$ cat src/rtl/bus_grant_decoder_if.sv
// rtl/bus_grant_decoder_if.sv - request/burst/grant signal bundle for bus_grant_decoder
interface bus_grant_decoder_if;
    logic        req_valid_i;
    logic [4:0]  req_code_i;
    logic        req_ready_o;
    logic        release_i;
    logic        burst_load_i;
    logic [31:0] burst_mask_i;
    logic [31:0] grant_o;
    logic [4:0]  grant_code_o;
    logic        busy_o;
    logic        burst_done_o;

    modport slave (
        input  req_valid_i, req_code_i, release_i, burst_load_i, burst_mask_i,
        output req_ready_o, grant_o, grant_code_o, busy_o, burst_done_o
    );

    modport master (
        output req_valid_i, req_code_i, release_i, burst_load_i, burst_mask_i,
        input  req_ready_o, grant_o, grant_code_o, busy_o, burst_done_o
    );
endinterface

$ cat src/rtl/bus_grant_decoder.sv
// rtl/bus_grant_decoder.sv - registered 5-to-32 one-hot grant decoder with burst walk; BUS_GRANT_GAP_EN adds break-before-make GAP
module bus_grant_decoder (
    input  logic                 clk,
    input  logic                 clr,
    bus_grant_decoder_if.slave   bus
);

    typedef enum logic [1:0] {
        S_IDLE  = 2'd0,
        S_DRIVE = 2'd1,
        S_GAP   = 2'd2,
        S_BURST = 2'd3
    } state_t;

    state_t      state_q, state_d;
    logic [4:0]  code_q, code_d;
    logic [31:0] mask_q, mask_d;
    logic [31:0] grant_q, grant_d;
    logic [4:0]  gcode_q, gcode_d;
    logic        busy_q, busy_d;
    logic        done_q, done_d;

    logic [31:0] burst_src;
    logic [4:0]  low_idx;
    logic [31:0] low_bit;
    logic [31:0] burst_rest;

    function automatic logic [4:0] lowest_set(input logic [31:0] m);
        lowest_set = 5'd0;
        for (int i = 31; i >= 0; i--) begin
            if (m[i]) lowest_set = i[4:0];
        end
    endfunction

    // One priority picker serves both burst start (fresh mask) and burst continuation.
    assign burst_src  = (state_q == S_IDLE) ? bus.burst_mask_i : mask_q;
    assign low_idx    = lowest_set(burst_src);
    assign low_bit    = 32'h1 << low_idx;
    assign burst_rest = burst_src & ~low_bit;

    always_comb begin
        state_d = state_q;
        code_d  = code_q;
        mask_d  = mask_q;
        grant_d = 32'h0;
        gcode_d = 5'd0;
        done_d  = 1'b0;
        case (state_q)
            S_IDLE: begin
                if (bus.burst_load_i) begin
                    if (bus.burst_mask_i == 32'h0) begin
                        done_d = 1'b1;
                    end else begin
                        state_d = S_BURST;
                        mask_d  = burst_rest;
                        grant_d = low_bit;
                        gcode_d = low_idx;
                        done_d  = (burst_rest == 32'h0);
                    end
                end else if (bus.req_valid_i) begin
                    state_d = S_DRIVE;
                    code_d  = bus.req_code_i;
                    grant_d = 32'h1 << bus.req_code_i;
                    gcode_d = bus.req_code_i;
                end
            end
            S_DRIVE: begin
                grant_d = 32'h1 << code_q;
                gcode_d = code_q;
                if (bus.req_valid_i && (bus.req_code_i != code_q)) begin
                    code_d = bus.req_code_i;
`ifdef BUS_GRANT_GAP_EN
                    state_d = S_GAP;
                    grant_d = 32'h0;
                    gcode_d = 5'd0;
`else
                    grant_d = 32'h1 << bus.req_code_i;
                    gcode_d = bus.req_code_i;
`endif
                end else if (!bus.req_valid_i && bus.release_i) begin
                    state_d = S_IDLE;
                    grant_d = 32'h0;
                    gcode_d = 5'd0;
                end
            end
            S_GAP: begin
                state_d = S_DRIVE;
                grant_d = 32'h1 << code_q;
                gcode_d = code_q;
            end
            S_BURST: begin
                if (mask_q == 32'h0) begin
                    state_d = S_IDLE;
                end else begin
                    mask_d  = burst_rest;
                    grant_d = low_bit;
                    gcode_d = low_idx;
                    done_d  = (burst_rest == 32'h0);
                end
            end
            default: state_d = S_IDLE;
        endcase
        busy_d = (state_d != S_IDLE);
    end

    always_ff @(posedge clk or posedge clr) begin
        if (clr) begin
            state_q <= S_IDLE;
            code_q  <= 5'd0;
            mask_q  <= 32'h0;
            grant_q <= 32'h0;
            gcode_q <= 5'd0;
            busy_q  <= 1'b0;
            done_q  <= 1'b0;
        end else begin
            state_q <= state_d;
            code_q  <= code_d;
            mask_q  <= mask_d;
            grant_q <= grant_d;
            gcode_q <= gcode_d;
            busy_q  <= busy_d;
            done_q  <= done_d;
        end
    end

    assign bus.req_ready_o  = (state_q == S_IDLE) || (state_q == S_DRIVE);
    assign bus.grant_o      = grant_q;
    assign bus.grant_code_o = gcode_q;
    assign bus.busy_o       = busy_q;
    assign bus.burst_done_o = done_q;

endmodule

$ cat src/flat_wrapper.sv
// flat-port wrapper written by rule: the top's interface ports become plain ports
module bus_grant_decoder_flat 
  (clk, clr, bus_req_valid_i, bus_req_code_i, bus_release_i, bus_burst_load_i, bus_burst_mask_i, bus_req_ready_o, bus_grant_o, bus_grant_code_o, bus_busy_o, bus_burst_done_o);
  bus_grant_decoder_if bus_i ();
  input  logic clk;
  input  logic clr;
  input wire logic [$bits(bus_i.req_valid_i)-1:0] bus_req_valid_i;
  input wire logic [$bits(bus_i.req_code_i)-1:0] bus_req_code_i;
  input wire logic [$bits(bus_i.release_i)-1:0] bus_release_i;
  input wire logic [$bits(bus_i.burst_load_i)-1:0] bus_burst_load_i;
  input wire logic [$bits(bus_i.burst_mask_i)-1:0] bus_burst_mask_i;
  output wire logic [$bits(bus_i.req_ready_o)-1:0] bus_req_ready_o;
  output wire logic [$bits(bus_i.grant_o)-1:0] bus_grant_o;
  output wire logic [$bits(bus_i.grant_code_o)-1:0] bus_grant_code_o;
  output wire logic [$bits(bus_i.busy_o)-1:0] bus_busy_o;
  output wire logic [$bits(bus_i.burst_done_o)-1:0] bus_burst_done_o;
  assign bus_i.req_valid_i = bus_req_valid_i;
  assign bus_i.req_code_i = bus_req_code_i;
  assign bus_i.release_i = bus_release_i;
  assign bus_i.burst_load_i = bus_burst_load_i;
  assign bus_i.burst_mask_i = bus_burst_mask_i;
  assign bus_req_ready_o = bus_i.req_ready_o;
  assign bus_grant_o = bus_i.grant_o;
  assign bus_grant_code_o = bus_i.grant_code_o;
  assign bus_busy_o = bus_i.busy_o;
  assign bus_burst_done_o = bus_i.burst_done_o;
  bus_grant_decoder u_core (.clk(clk), .clr(clr), .bus(bus_i));
endmodule
$ cat config.mk
export PLATFORM = sky130hd
export DESIGN_NAME = bus_grant_decoder_flat
export DESIGN_NICKNAME = d
export VERILOG_FILES = /design/src/rtl/bus_grant_decoder_if.sv /design/src/rtl/bus_grant_decoder.sv /design/src/flat_wrapper.sv
export SDC_FILE = /design/constraint.sdc
export NUM_CORES = 1
export LEC_CHECK = 0
export CORE_AREA = 2 2 134 136
export DETAILED_ROUTE_END_ITERATION = 8
export DIE_AREA = 0 0 136 138
export SETUP_SLACK_MARGIN = 0.2
export SLEW_MARGIN = 20
export SYNTH_ARGS = -nofsm -noshare
export SYNTH_HDL_FRONTEND = slang
export SYNTH_SLANG_ARGS = --single-unit
$ cat constraint.sdc
create_clock -name clk -period 4.4 [get_ports clk]
set_input_delay 0.44 -clock clk [delete_from_list [all_inputs] [get_ports clk]]
set_output_delay 0.44 -clock clk [all_outputs]
set_load 0.1 [all_outputs]
==> flow_metrics.tcl, run 1 <==
set metrics [dict create \
    row_count 49 \
    cts_tree "yes" \
    finalMaxSlewViolations 0 \
    grt_overflow_total 0 \
    insertion_delay_ns 0.35 \
    dpl.hpwl_um 21200 \
    setup_viol_count_final 0 \
    synthMostInstantiatedCell "o21ai_0" \
    synth_nets 918 \
    p_clk_share_pct 10.6 \
    diodes 0 \
    cts_buffers 9 \
    max_freq_mhz 251 \
    synth-main-ff-cell "dfrtp_1" \
    viasPerCell 6.59 \
    vdd_drop_max_mv 0.491 \
    yosysUniqueCellTypes 83 \
    synth-compound-area-share_pct 34.2 \
    worst_slack_ns 0.408 \
    grt_max_degree 78 \
    grt_pass1_wl_um 43500 \
    period_share_pct 90.7 \
    muxShareOfSynthArea_pct 5.69 \
    cts_buffer_depth 2 \
    utilization_pct 47.8 \
    synthAdderAreaFrac_pct 0.730 \
    hold_viol_final 0 \
    gp_congestion 0.974 \
    h-tree-depth 3 \
    worstReg2RegStart "u_core.state_q[1]" \
    pwr-share-seq_pct 17.5 \
    min_period_ns 3.99 \
    nets 997 \
    worstMarginPinSlew_ns 1.03 \
    crit_fanout 15 \
    wl_um 28600 \
    power_density_nw_per_um2 942 \
    leakage_nw 3.12 \
    dieArea_um2 18800 \
    syn_area_um2 6860 \
    synth_top_area_share_pct 28.5 \
    core_um2 17500 \
    crit_start "u_core.state_q[1]" \
    drt-wirelength-per-cell_um 24.1 \
    synth_commonest_cells "o21ai_0, nor2_1, dfrtp_1" \
    swShare_pct 57.5 \
    fin_area_um2 8390 \
    power_mw 7.90 \
    place_ws_ns 0.384 \
    synth_xor_area_share_pct 0.639 \
    critPathLaunchType "flip-flop" \
    critical_path.endpoint_type "flip-flop" \
    synth-edff-count 0 \
    slew-limit-headroom_pct 30.8 \
    place_area_um2 8020 \
    cap_violations 0 \
    cts_hold_buffers 0 \
    antenna_found_initial 0 \
    cts.sinks 78 \
    numPortBuffers 81 \
    final_antenna_net_count 0 \
    firstDrtPassIters 6 \
    first_iter_violations 1091 \
    clk_pin_slew_worst_paths_ns 0.07 \
    worstHoldPathType "in2async" \
    arrival_ns 4.23 \
    synth-simple-area-share_pct 25.3 \
    root_buffer "clkbuf_16" \
    comb_power_share_pct 71.9 \
    yosysTopAreaCell "dfrtp_1" \
    die_w_um 136 \
    ys_ff_latch 78 \
    drive_gt1_share_pct 12.9 \
    switchingPower_mw 4.54 \
    synthTopCellsByArea "dfrtp_1, o21ai_0, nor2_1" \
    rsz0062_at_grt "no" \
    syn-instance-count 872 \
    r2r_slack_ns 0.41 \
    vias 7810 \
    grt_pass1_vias 7283 \
    yosysWarnings 0 \
    syn_to_final_growth_pct 22.4 \
    tns_ns 0 \
    synth_top_family_by_area "compound AO/OA/AOI/OAI gates" \
    rr_worst_depth 12 \
    path_class "reg2reg" \
    synth_seq_area_share_pct 28.5 \
    critPathRequiredTime_ns 4.64 \
    die_height_um 138 \
    fin_skew_ns 0.00706 \
    syn_area_per_cell_um2 7.86 \
    synthArstFlopShare_pct 100 \
    fillers 1778 \
    r2r-end "u_core.bus.burst_done_o" \
    drc 0 \
    initial_core_util_pct 39.1 \
    pin_count 82 \
    status "completed" \
    track_usage_pct 30.0 \
    p_int_mw 3.36 \
]
-- logic make-up (layout without fill, tap and decap cells) --
| family | after synthesis | count (layout) |
|---|---|---|
| AO/OA/AOI/OAI | 347 | 347 |
| AND/OR/NAND/NOR | 329 | 329 |
| flip-flops | 78 | 78 |
| buffers and inverters | 72 | 156 |
| multiplexers | 37 | 37 |
| XOR/XNOR | 5 | 5 |
| adder cells (fa/ha/maj) | 4 | 4 |
-- power groups by stage --
stage	clock network [mW]	registers (mW)	logic [mW]
6_report	0.838	1.38	5.69
5_1_grt	0.891	1.42	5.99
4_1_cts	0.855	1.37	5.51
3_5_place_dp	0	1.38	5.48
3_3_place_gp	0	1.38	5.53
2_1_floorplan	0	2.15	3.04
-- layer usage --
layer / wire length, um / track usage (%) / part of all wire, %
met5: 0 / 0 / 0
met3: 2160 / 4.88 / 7.6
met2: 13700 / 49.2 / 48
met4: 1210 / 11.9 / 4.2
met1: 11500 / 39.1 / 40
-- worst max path at each step --
stage / to / slack, ns
CTS: u_core.bus.burst_done_o / 0.36
global placement: u_core.bus.burst_done_o / 0.24
detailed placement: u_core.bus.burst_done_o / 0.38
floorplan: u_core.bus.burst_done_o / 1.31
finish: u_core.bus.burst_done_o / 0.41
global route: u_core.bus.burst_done_o / 0.22
-- repair_timing --
item	4_1_cts	5_1_grt
setup buffers	0	2
gates resized for setup	0	2
endpoints found under the setup margin	0	4
endpoints found under the hold margin	0	0
-- sequential cells by signal, indices dropped and copies added, names as in the netlist --
name	cells
u_core.bus.burst_done_o	1
u_core.bus.busy_o	1
u_core.bus.grant_code_o	5
u_core.bus.grant_o	32
u_core.code_q	5
u_core.mask_q	32
u_core.state_q	2
-- area by class of cell --
| class | count | area (um^2) | share of cell area [%] |
|---|---|---|---|
| Multi-Input combinational cell | 722 | 4600 | 54.8 |
| Sequential cell | 78 | 1950 | 23.3 |
| Timing Repair Buffer | 128 | 1180 | 14.0 |
| Tap cell | 229 | 287 | 3.42 |
| Clock buffer | 9 | 225 | 2.68 |
| Clock inverter | 7 | 104 | 1.24 |
| Inverter | 12 | 46.3 | 0.552 |
-- critical path, cell delays in order, from the launching register on --
cell	delay, ns
dfrtp_1	0.42
inv_1	0.12
ha_4	0.25
buf_6	0.19
or3_1	0.44
o2bb2a_1	0.50
nand2_1	0.13
a211o_1	0.42
nor3_2	0.31
o21a_1	0.18
o2111ai_1	0.13
or4_1	0.57
nor4_2	0.21
-- layout by cell type, fill, tap and decap left out, drive strengths merged, types with 19 or more instances in the layout --
master,netlist,layout
nor3,26,26
buf,21,48
o22ai,30,30
clkdlybuf4s50,0,80
nor2,84,84
a21oi,62,62
dfrtp,78,78
o21ai,94,94
nor4,23,23
mux2i,21,21
nand2,77,77
a221oi,19,19
-- metrics by stage --
step / hold WS [ns] / cells
3_5_place_dp: 0.539 / 1167
5_1_grt: 0.595 / 1185
2_1_floorplan: 0.484 / 872
3_3_place_gp: 0.524 / 1167
4_1_cts: 0.552 / 1183
6_report: 0.525 / 1185
Power figures use the tool's default switching activity.
==> run 2, diff against run 1 <==
ABC_CLOCK_PERIOD_IN_PS = 4400   (was default)
GPL_ROUTABILITY_DRIVEN = 0   (was default)
==> run 2 against run 1 <==
- final cell count fell by 1.4%
- cell area fell by 1.5%
- count of clock-buffer cells in the layout is 1 higher
- non-clock buffer count shrank 17
- via count up 0.17%
- utilization is 0.73 points lower
- clock power decreased by 0.8%
- clock skew rose by 0.0024 ns
- combinational power decreased by 3%
- register-to-register slack better by 0.05 ns
- worst hold slack improved by 0.028 ns
- global-route usage shrank 0.95 points
- critical path type unchanged
- largest power group unchanged
==> flow_metrics.tcl, run 2 (synthesized netlist as in run 1, its figures left out) <==
set metrics [dict create \
    met1_length_um 10700 \
    grt_max_degree 76 \
    die_height_um 138 \
    pwr-share-seq_pct 17.9 \
    cts_buffers 9 \
    numPortBuffers 81 \
    root_buffer "clkbuf_16" \
    rr_worst_depth 12 \
    max_freq_mhz 254 \
    leakage_nw 3.04 \
    p_int_mw 3.26 \
    dpl.hpwl_um 19900 \
    met3_length_um 2890 \
    rsz0062_at_grt "no" \
    switchingPower_mw 4.46 \
    drc 0 \
    firstDrtPassIters 6 \
    syn_to_final_growth_pct 20.5 \
    arrival_ns 4.20 \
    setup_viol_count_final 0 \
    cts_tree "yes" \
    pin_count 82 \
    drive_gt1_share_pct 11.1 \
    tns_ns 0 \
    slew-limit-headroom_pct 29.0 \
    seq_area_um2 1950 \
    wl_um 27500 \
    critical_path.endpoint_type "flip-flop" \
    path_class "reg2reg" \
    finalMaxSlewViolations 0 \
    met2_wirelength_um 12500 \
    initial_core_util_pct 39.1 \
    first_iter_violations 1058 \
    period_share_pct 89.5 \
    row_count 49 \
    insertion_delay_ns 0.35 \
    critPathLaunchType "flip-flop" \
    vias 7823 \
    place_inst 1151 \
    utilization_pct 47.1 \
    cts_hold_buffers 0 \
    fin_skew_ns 0.00945 \
    crit_fanout 25 \
    core_um2 17500 \
    critPathRequiredTime_ns 4.67 \
    cts_buffer_depth 2 \
    hold_viol_final 0 \
    viasPerCell 6.70 \
    antenna_found_initial 0 \
    cap_violations 0 \
    grt_pass1_wl_um 42300 \
    min_period_ns 3.94 \
    dieArea_um2 18800 \
    cts.sinks 78 \
    p_clk_share_pct 10.8 \
    track_usage_pct 29.0 \
    fillers 1778 \
    swShare_pct 57.8 \
    layout_common_cells "o21ai_0, nor2_1, clkdlybuf4s50_1" \
    worstMarginPinSlew_ns 1.06 \
    grt_pass1_vias 7401 \
    worstHoldPathType "in2async" \
    status "completed" \
    power_density_nw_per_um2 934 \
    vdd_drop_max_mv 0.457 \
    grt_overflow_total 0 \
    r2r-end "u_core.bus.burst_done_o" \
    drt-wirelength-per-cell_um 23.5 \
    top_layer "met4" \
    h-tree-depth 3 \
    multiInputGateArea_um2 4590 \
    r2r_slack_ns 0.46 \
    diodes 0 \
    fin_cells 1168 \
    nets 980 \
    final_antenna_net_count 0 \
    comb_power_share_pct 71.3 \
    layout_commonest_cell "o21ai_0" \
    worstReg2RegStart "u_core.state_q[1]" \
    die_w_um 136 \
    clk_pin_slew_worst_paths_ns 0.07 \
    postCtsResizedCells 0 \
]
-- run 2: changes by cell type in the layout (fill, tap and decap cells not counted) --
cell        change
inv_6           -1
o21ai_4         -1
o21ai_1         +1
buf_16          +1
buf_4          -17
clkbuf_1        +1
buf_6           -1
clkinv_4        +1
clkinv_2        +1
clkinvlp_4      -2
-- run 2: worst max-delay path by stage --
| stage | startpoint | end | cells after the start |
|---|---|---|---|
| after floorplan | u_core.state_q[0] | u_core.bus.burst_done_o | 14 |
| after global placement | u_core.state_q[0] | u_core.bus.burst_done_o | 11 |
| after detailed placement | u_core.state_q[0] | u_core.bus.burst_done_o | 12 |
| after CTS | u_core.state_q[0] | u_core.bus.burst_done_o | 12 |
| after global routing | u_core.state_q[1] | u_core.bus.burst_done_o | 12 |
| final | u_core.state_q[1] | u_core.bus.burst_done_o | 12 |
-- run 2: layout make-up --
cell class	instances	area share [%]
Multi-Input combinational cell	722	55.5
Sequential cell	78	23.6
Timing Repair Buffer	111	12.9
Tap cell	229	3.47
Clock buffer	10	2.77
Clock inverter	6	1.14
Inverter	12	0.560
-- run 2: worst max-delay path, stage by stage, from the launching register on --
cell and delay (ns):
dfrtp_1 0.42, inv_1 0.12, ha_4 0.28, buf_16 0.21
or3_2 0.53, a2bb2oi_1 0.30, nand2b_1 0.16, a211o_1 0.45
nor3_2 0.34, o21a_1 0.18, o2111ai_1 0.12, or4_1 0.59
nor4_2 0.14
-- run 2: stage by stage --
step	hold WS, ns	setup slack, ns	instance area (um^2)	power [mW]
3_5_place_dp	0.535	0.451	7910	6.68
6_report	0.552	0.461	8260	7.72
3_3_place_gp	0.520	0.522	7910	6.67
4_1_cts	0.550	0.443	8230	7.53
5_1_grt	0.595	0.277	8260	8.09
2_1_floorplan	0.484	1.31	6860	5.19
-- run 2: power by group through the flow --
stage | Sequential [mW] | Combinational, mW | Clock, mW
global route | 1.42 | 5.79 | 0.882
CTS | 1.37 | 5.32 | 0.846
finish | 1.38 | 5.50 | 0.831
detailed placement | 1.38 | 5.30 | 0
global placement | 1.38 | 5.30 | 0
floorplan | 2.15 | 3.04 | 0
-- run 2: per-layer routing --
metal,vias up,GRT usage [%]
met5,-,0
met4,0,15.0
met3,114,5.61
met2,570,44.6
met1,3654,38.6
li1,3485,-
-- run 2: what timing repair did --
item | CTS | global route
hold endpoints to repair | 0 | 0
setup buffers | 0 | 1
endpoints found under the setup margin | 0 | 1
==> run 3, diff against run 2 <==
SLEW_MARGIN = 10   (was 20)
==> results of run 3 <==
No change in the layout: final DEF, timing and power equal those of run 2.
